--- config.mk ---
export PLATFORM = sky130hd
export DESIGN_NAME = traffic_phase_controller_flat
export DESIGN_NICKNAME = d
export VERILOG_FILES = /design/src/rtl/traffic_phase_controller_if.sv /design/src/rtl/traffic_phase_controller.sv /design/src/flat_wrapper.sv
export SDC_FILE = /design/constraint.sdc
export NUM_CORES = 1
export LEC_CHECK = 0
export ABC_AREA = 1
export BUFFER_PORTS_ARGS = -buffer_cell sky130_fd_sc_hd__buf_4
export CAP_MARGIN = 20
export CORE_MARGIN = 2
export CORE_UTILIZATION = 50
export CTS_CLUSTER_DIAMETER = 150
export DETAILED_ROUTE_END_ITERATION = 8
export PLACE_DENSITY = 0.8
export SLEW_MARGIN = 5
export SYNTH_ARGS = -nofsm -noshare
export SYNTH_HDL_FRONTEND = slang
export SYNTH_SLANG_ARGS = --single-unit
--- constraint.sdc ---
create_clock -name clk -period 1.8 [get_ports clk]
set_clock_uncertainty 0.1 [all_clocks]
set_input_delay 0.18 -clock clk [delete_from_list [all_inputs] [get_ports clk]]
set_output_delay 0.18 -clock clk [all_outputs]
set_load 0.1 [all_outputs]
--- src/rtl/traffic_phase_controller_if.sv ---
`default_nettype none
// ============================================================================
// Module      : traffic_phase_controller_if
// Description : Sensor inputs and phase outputs of the intersection controller.
// Revision    : 1.0 - initial release
// ============================================================================
interface traffic_phase_controller_if;
    logic       ew_str_sensor;
    logic       ew_left_sensor;
    logic       ns_sensor;
    logic [3:0] light_code;
    logic [2:0] served;

    modport master (
        output ew_str_sensor,
        output ew_left_sensor,
        output ns_sensor,
        input  light_code,
        input  served
    );

    modport slave (
        input  ew_str_sensor,
        input  ew_left_sensor,
        input  ns_sensor,
        output light_code,
        output served
    );
endinterface
`default_nettype wire

--- src/rtl/traffic_phase_controller.sv ---
`default_nettype none
// ============================================================================
// Module      : traffic_phase_controller
// Description : Round-robin light-phase sequencer with min/max green, yellow
//               and all-red clearance timing.
// Revision    : 1.0 - initial release
// ============================================================================
module traffic_phase_controller #(
    parameter int GREEN_MIN  = 5,
    parameter int GREEN_MAX  = 10,
    parameter int YELLOW_CYC = 2,
    parameter int ALLRED_CYC = 1
) (
    input  wire logic                  clk,
    input  wire logic                  reset,
    traffic_phase_controller_if.slave  bus
);

    // Counter must hold the largest terminal count of any timed phase.
    localparam int c_MAX_A   = (GREEN_MAX > YELLOW_CYC) ? GREEN_MAX : YELLOW_CYC;
    localparam int c_MAX_B   = (c_MAX_A > ALLRED_CYC) ? c_MAX_A : ALLRED_CYC;
    localparam int c_CNT_W   = (c_MAX_B < 1) ? 1 : $clog2(c_MAX_B + 1);

    localparam logic [c_CNT_W-1:0] c_GMIN_M1 = c_CNT_W'(GREEN_MIN - 1);
    localparam logic [c_CNT_W-1:0] c_GMAX_M1 = c_CNT_W'(GREEN_MAX - 1);
    localparam logic [c_CNT_W-1:0] c_YEL_M1  = c_CNT_W'(YELLOW_CYC - 1);
    localparam logic [c_CNT_W-1:0] c_ARED_M1 = c_CNT_W'(ALLRED_CYC - 1);
    localparam logic [c_CNT_W-1:0] c_CNT_SAT = '1;

    localparam logic [2:0] c_APP_EWS = 3'b001;
    localparam logic [2:0] c_APP_EWL = 3'b010;
    localparam logic [2:0] c_APP_NS  = 3'b100;

    // Encoding doubles as the light decoder code.
    typedef enum logic [2:0] {
        ST_ALL_RED = 3'd0,
        ST_EWS_G   = 3'd1,
        ST_EWS_Y   = 3'd2,
        ST_EWL_G   = 3'd3,
        ST_EWL_Y   = 3'd4,
        ST_NS_G    = 3'd5,
        ST_NS_Y    = 3'd6
    } state_t;

    state_t               r_state;
    logic [c_CNT_W-1:0]   r_cnt;
    logic [2:0]           r_last;
    logic [3:0]           r_light_code;
    logic [2:0]           r_served;

    logic [2:0]           w_req;
    logic [2:0]           w_grant;
    logic                 w_own;
    logic                 w_other;
    logic                 w_green_done;
    logic                 w_yel_done;
    logic                 w_allred_ok;
    state_t               w_next;

    function automatic logic [2:0] served_of(input state_t s);
        logic [2:0] v;
        v = 3'b000;
        case (s)
            ST_EWS_G, ST_EWS_Y: v = c_APP_EWS;
            ST_EWL_G, ST_EWL_Y: v = c_APP_EWL;
            ST_NS_G,  ST_NS_Y:  v = c_APP_NS;
            default:            v = 3'b000;
        endcase
        return v;
    endfunction

    assign w_req = {bus.ns_sensor, bus.ew_left_sensor, bus.ew_str_sensor};

    // Search starts just after the last grant; the last grantee is tried last.
    always_comb begin
        w_grant = 3'b000;
        case (r_last)
            c_APP_EWS: begin
                if      (w_req[1]) w_grant = c_APP_EWL;
                else if (w_req[2]) w_grant = c_APP_NS;
                else if (w_req[0]) w_grant = c_APP_EWS;
            end
            c_APP_EWL: begin
                if      (w_req[2]) w_grant = c_APP_NS;
                else if (w_req[0]) w_grant = c_APP_EWS;
                else if (w_req[1]) w_grant = c_APP_EWL;
            end
            default: begin
                if      (w_req[0]) w_grant = c_APP_EWS;
                else if (w_req[1]) w_grant = c_APP_EWL;
                else if (w_req[2]) w_grant = c_APP_NS;
            end
        endcase
    end

    always_comb begin
        w_own   = 1'b0;
        w_other = 1'b0;
        case (r_state)
            ST_EWS_G: begin w_own = w_req[0]; w_other = w_req[1] | w_req[2]; end
            ST_EWL_G: begin w_own = w_req[1]; w_other = w_req[0] | w_req[2]; end
            ST_NS_G:  begin w_own = w_req[2]; w_other = w_req[0] | w_req[1]; end
            default:  begin w_own = 1'b0;     w_other = 1'b0;                end
        endcase
    end

    assign w_green_done = (r_cnt >= c_GMIN_M1) &&
                          (!w_own || ((r_cnt >= c_GMAX_M1) && w_other));
    assign w_yel_done   = (r_cnt == c_YEL_M1);
    assign w_allred_ok  = (r_cnt >= c_ARED_M1);

    always_comb begin
        w_next = r_state;
        case (r_state)
            ST_ALL_RED: begin
                if (w_allred_ok && (w_grant != 3'b000)) begin
                    if      (w_grant[0]) w_next = ST_EWS_G;
                    else if (w_grant[1]) w_next = ST_EWL_G;
                    else                 w_next = ST_NS_G;
                end
            end
            ST_EWS_G: if (w_green_done) w_next = ST_EWS_Y;
            ST_EWL_G: if (w_green_done) w_next = ST_EWL_Y;
            ST_NS_G:  if (w_green_done) w_next = ST_NS_Y;
            ST_EWS_Y, ST_EWL_Y, ST_NS_Y: if (w_yel_done) w_next = ST_ALL_RED;
            default:  w_next = ST_ALL_RED;
        endcase
    end

    always_ff @(posedge clk) begin
        if (reset) begin
            r_state      <= ST_ALL_RED;
            r_cnt        <= '0;
            r_last       <= c_APP_NS;
            r_light_code <= 4'd0;
            r_served     <= 3'b000;
        end else begin
            r_state <= w_next;
            if (w_next != r_state) begin
                r_cnt <= '0;
            end else if (r_cnt != c_CNT_SAT) begin
                r_cnt <= r_cnt + 1'b1;
            end
            if ((r_state == ST_ALL_RED) && (w_next != ST_ALL_RED)) begin
                r_last <= w_grant;
            end
            // Outputs track the state being entered, so they stay registered.
            r_light_code <= {1'b0, w_next};
            r_served     <= served_of(w_next);
        end
    end

    assign bus.light_code = r_light_code;
    assign bus.served     = r_served;

endmodule
`default_nettype wire

--- src/flat_wrapper.sv ---
// flat-port wrapper written by rule: the top's interface ports become plain ports
module traffic_phase_controller_flat 
#(
    parameter int GREEN_MIN  = 5,
    parameter int GREEN_MAX  = 10,
    parameter int YELLOW_CYC = 2,
    parameter int ALLRED_CYC = 1
)
  (clk, reset, bus_ew_str_sensor, bus_ew_left_sensor, bus_ns_sensor, bus_light_code, bus_served);
  traffic_phase_controller_if bus_i ();
  input  wire logic clk;
  input  wire logic reset;
  input wire logic [$bits(bus_i.ew_str_sensor)-1:0] bus_ew_str_sensor;
  input wire logic [$bits(bus_i.ew_left_sensor)-1:0] bus_ew_left_sensor;
  input wire logic [$bits(bus_i.ns_sensor)-1:0] bus_ns_sensor;
  output wire logic [$bits(bus_i.light_code)-1:0] bus_light_code;
  output wire logic [$bits(bus_i.served)-1:0] bus_served;
  assign bus_i.ew_str_sensor = bus_ew_str_sensor;
  assign bus_i.ew_left_sensor = bus_ew_left_sensor;
  assign bus_i.ns_sensor = bus_ns_sensor;
  assign bus_light_code = bus_i.light_code;
  assign bus_served = bus_i.served;
  traffic_phase_controller #(.GREEN_MIN(GREEN_MIN), .GREEN_MAX(GREEN_MAX), .YELLOW_CYC(YELLOW_CYC), .ALLRED_CYC(ALLRED_CYC)) u_core (.clk(clk), .reset(reset), .bus(bus_i));
endmodule
==> impl_metrics.toml <==
[drt]
drcViolationCount = 0
dr.pass1.iters = 4
ant_nets = 0
vias = 813
drt-initial-drc-count = 23
post_drt_wl_per_cell_um = 11.1
vias_per_cell = 5.31
wl_mm = 1.70

[synthesis]
yosys.area.top_type = "dfxtp_1"
synthCells = 123
synth_cell_types = 20
syn_area_um2 = 792
synth-warning-count = 0
yosysSeqAreaShare_pct = 32.9
ys_seq_elements = 13
synth_top_area_share_pct = 32.9
syn_area_per_cell_um2 = 6.44
synth_area_leaders = "dfxtp_1, nand2_1, inv_1"
syn_nets = 131

[grt]
grt_use_met1_pct = 22.7
use_met3_pct = 5.00
groute.usage.overall_pct = 19.5
grt_max_degree = 8
busiest_layer = "met2"
met2_usage_pct = 32.4
antenna_found_initial = 0
grt_pass1_wl_mm = 2.81
grt_pass1_vias = 741
overflow = 0

[finish]
fin_nets = 146
layout_commonest_cell = "nand2_1"
final_cell_count_no_fill = 153
design_area_um2 = 928
num_antenna_cells = 0
syn2layout_area_growth_pct = 17.2
fill_cells = 135
multi_input_area_um2 = 445
final_cell_mix = "nand2_1, inv_1, nor2_1, nand3_1, buf_4"
drive_above_1_share_pct = 20.4
ff_latch_area_um2 = 265
fin_util_pct = 62.4

[critical_path]
start_kind = "flip-flop"
cp.arrival_ps = 1820
critPathCaptureType = "flip-flop"
regToRegSetupSlack_ps = 110
r2r-end = "u_core.bus.served[1]"
reg2reg_depth = 11
critical_path_required_ps = 1920
cp_max_fo = 5
crit_type = "reg -> reg"
r2r-start = "u_core.r_cnt[0]"

[clocking]
cts_setup_buffers = 0
clk_pin_slew_ps = 80
htreeDepth = 1
clock_path_buffers = 2
cts_tree = "yes"
cts.sink_count = 13
numCtsBuffers = 3
clockRootBuffer = "clkbuf_4"
worstSkewPairLatency_ps = 280

[power]
leakage_nw = 0.486
cellPowerDensity_mw_per_mm2 = 950
irDropWorstVdd_uv = 658

[floorplanning]
io-pin-count = 12
num_rows = 14
coreArea_mm2 = 0.00149
die_w_um = 43.8
dieArea_mm2 = 0.00192
start_util_pct = 53.2
die_h_um = 43.8

[placement]
dp_hpwl_mm = 1.29
place_area_um2 = 883
post-place-cells = 148
gp_congestion = 0.894
portBuffers = 10

[sta]
setup_violations = 0
hold_viol = 0
fin_crit_ps = 1690
slew_viol_final = 0
tns_ps = 0
hold_ws_ps = 113
fin_crit_sh_pct = 94.0
max_freq_mhz = 591

[worst_hold_path]
whs_path_depth = 3
min_path_type = "in -> reg"
hp-start = "bus_ew_str_sensor"
hold_end = "u_core.r_last[0]"

[job]
max_cap_viol_count = 0

[outcome]
status = "finished, final reports clean"
cell type report:
cell class,count,share of cell area [%]
clock buffers,4,2.83
inverters,23,9.30
multi-input cells,86,48.0
repair buffers,11,9.16
well taps,16,2.16
flip-flops and latches,13,28.6
worst max path at each step:
stage / startpoint / end / slack [ps] / cells past startpoint
after floorplan: u_core.r_state[0] / u_core.bus.served[1] / 80 / 10
after global placement: u_core.r_cnt[1] / u_core.r_cnt[2] / 220 / 11
after detailed placement: u_core.r_cnt[1] / u_core.bus.served[1] / 140 / 11
after CTS: u_core.r_cnt[1] / u_core.bus.served[1] / 110 / 11
after global routing: u_core.r_cnt[1] / u_core.bus.served[1] / -20 / 11
final: u_core.r_cnt[0] / u_core.bus.served[1] / 110 / 11
routing by layer:
| layer | share of wire (%) | routed length [um] |
|---|---|---|
| met5 | 0 | 0 |
| met4 | 2.8 | 48 |
| met3 | 5.5 | 94 |
| met2 | 49 | 840 |
| met1 | 42 | 720 |
report_power, final:
group          leakage (nW)  switching (mW)  internal (mW)
Sequential            0.108          0.0283          0.320
Clock                0.0150          0.0988         0.0861
Combinational         0.363           0.257         0.0917
timing repair:
action	4_1_cts	5_1_grt
endpoints found under the hold margin	3	0
setup endpoints to repair	0	3
gates resized for setup	0	4
hold buffers	1	0
registers in the layout (all words and copies together), names as in the netlist:
name,cells
u_core.r_state,3
u_core.r_last,3
u_core.bus.served,3
u_core.r_cnt,4
kinds of logic (layout without fill, tap and decap cells):
family                   count (synthesis)  after routing  synth area share (%)
AND/OR/NAND/NOR                         69             69                  40.3
buffers and inverters                   24             38                  11.8
flip-flops                              13             13                  32.9
AO/OA/AOI/OAI                           11             11                  7.58
adder cells (fa/ha/maj)                  3              3                  4.74
XOR/XNOR                                 2              2                  2.21
other                                    1              1                 0.473
cells in the mapped netlist:
| cell | instances |
|---|---|
| inv_2 | 1 |
| nand2_1 | 26 |
| nor3_1 | 4 |
| buf_4 | 1 |
| o21ai_0 | 5 |
| dfxtp_1 | 13 |
| nand3_1 | 14 |
| nand3_2 | 2 |
| inv_1 | 22 |
| a31oi_1 | 2 |
| o211ai_1 | 1 |
| nor2_1 | 15 |
| xor2_1 | 2 |
| nor2_4 | 1 |
| ha_1 | 3 |
| nand2_2 | 1 |
| nand4_1 | 3 |
| conb_1 | 1 |
| a21oi_1 | 3 |
| nor2_2 | 3 |
critical path: stages, from the launching register on:
cell and delay (ps):
dfxtp_1 440, inv_1 80, ha_1 220, nand2_1 70, nand3_1 120, nand2_1 110
nand2_1 80, nand3_2 110, nand2_1 80, nand2_2 80, nand2_1 60, nor2_1 90
per-stage QoR:
step           setup slack [ps]  power, mW
2_1_floorplan              75.4      0.618
6_report                    108      0.882
4_1_cts                     106      0.873
3_3_place_gp                223      0.677
5_1_grt                   -18.6      0.928
3_5_place_dp                137      0.688
Power figures use the tool's default switching activity.
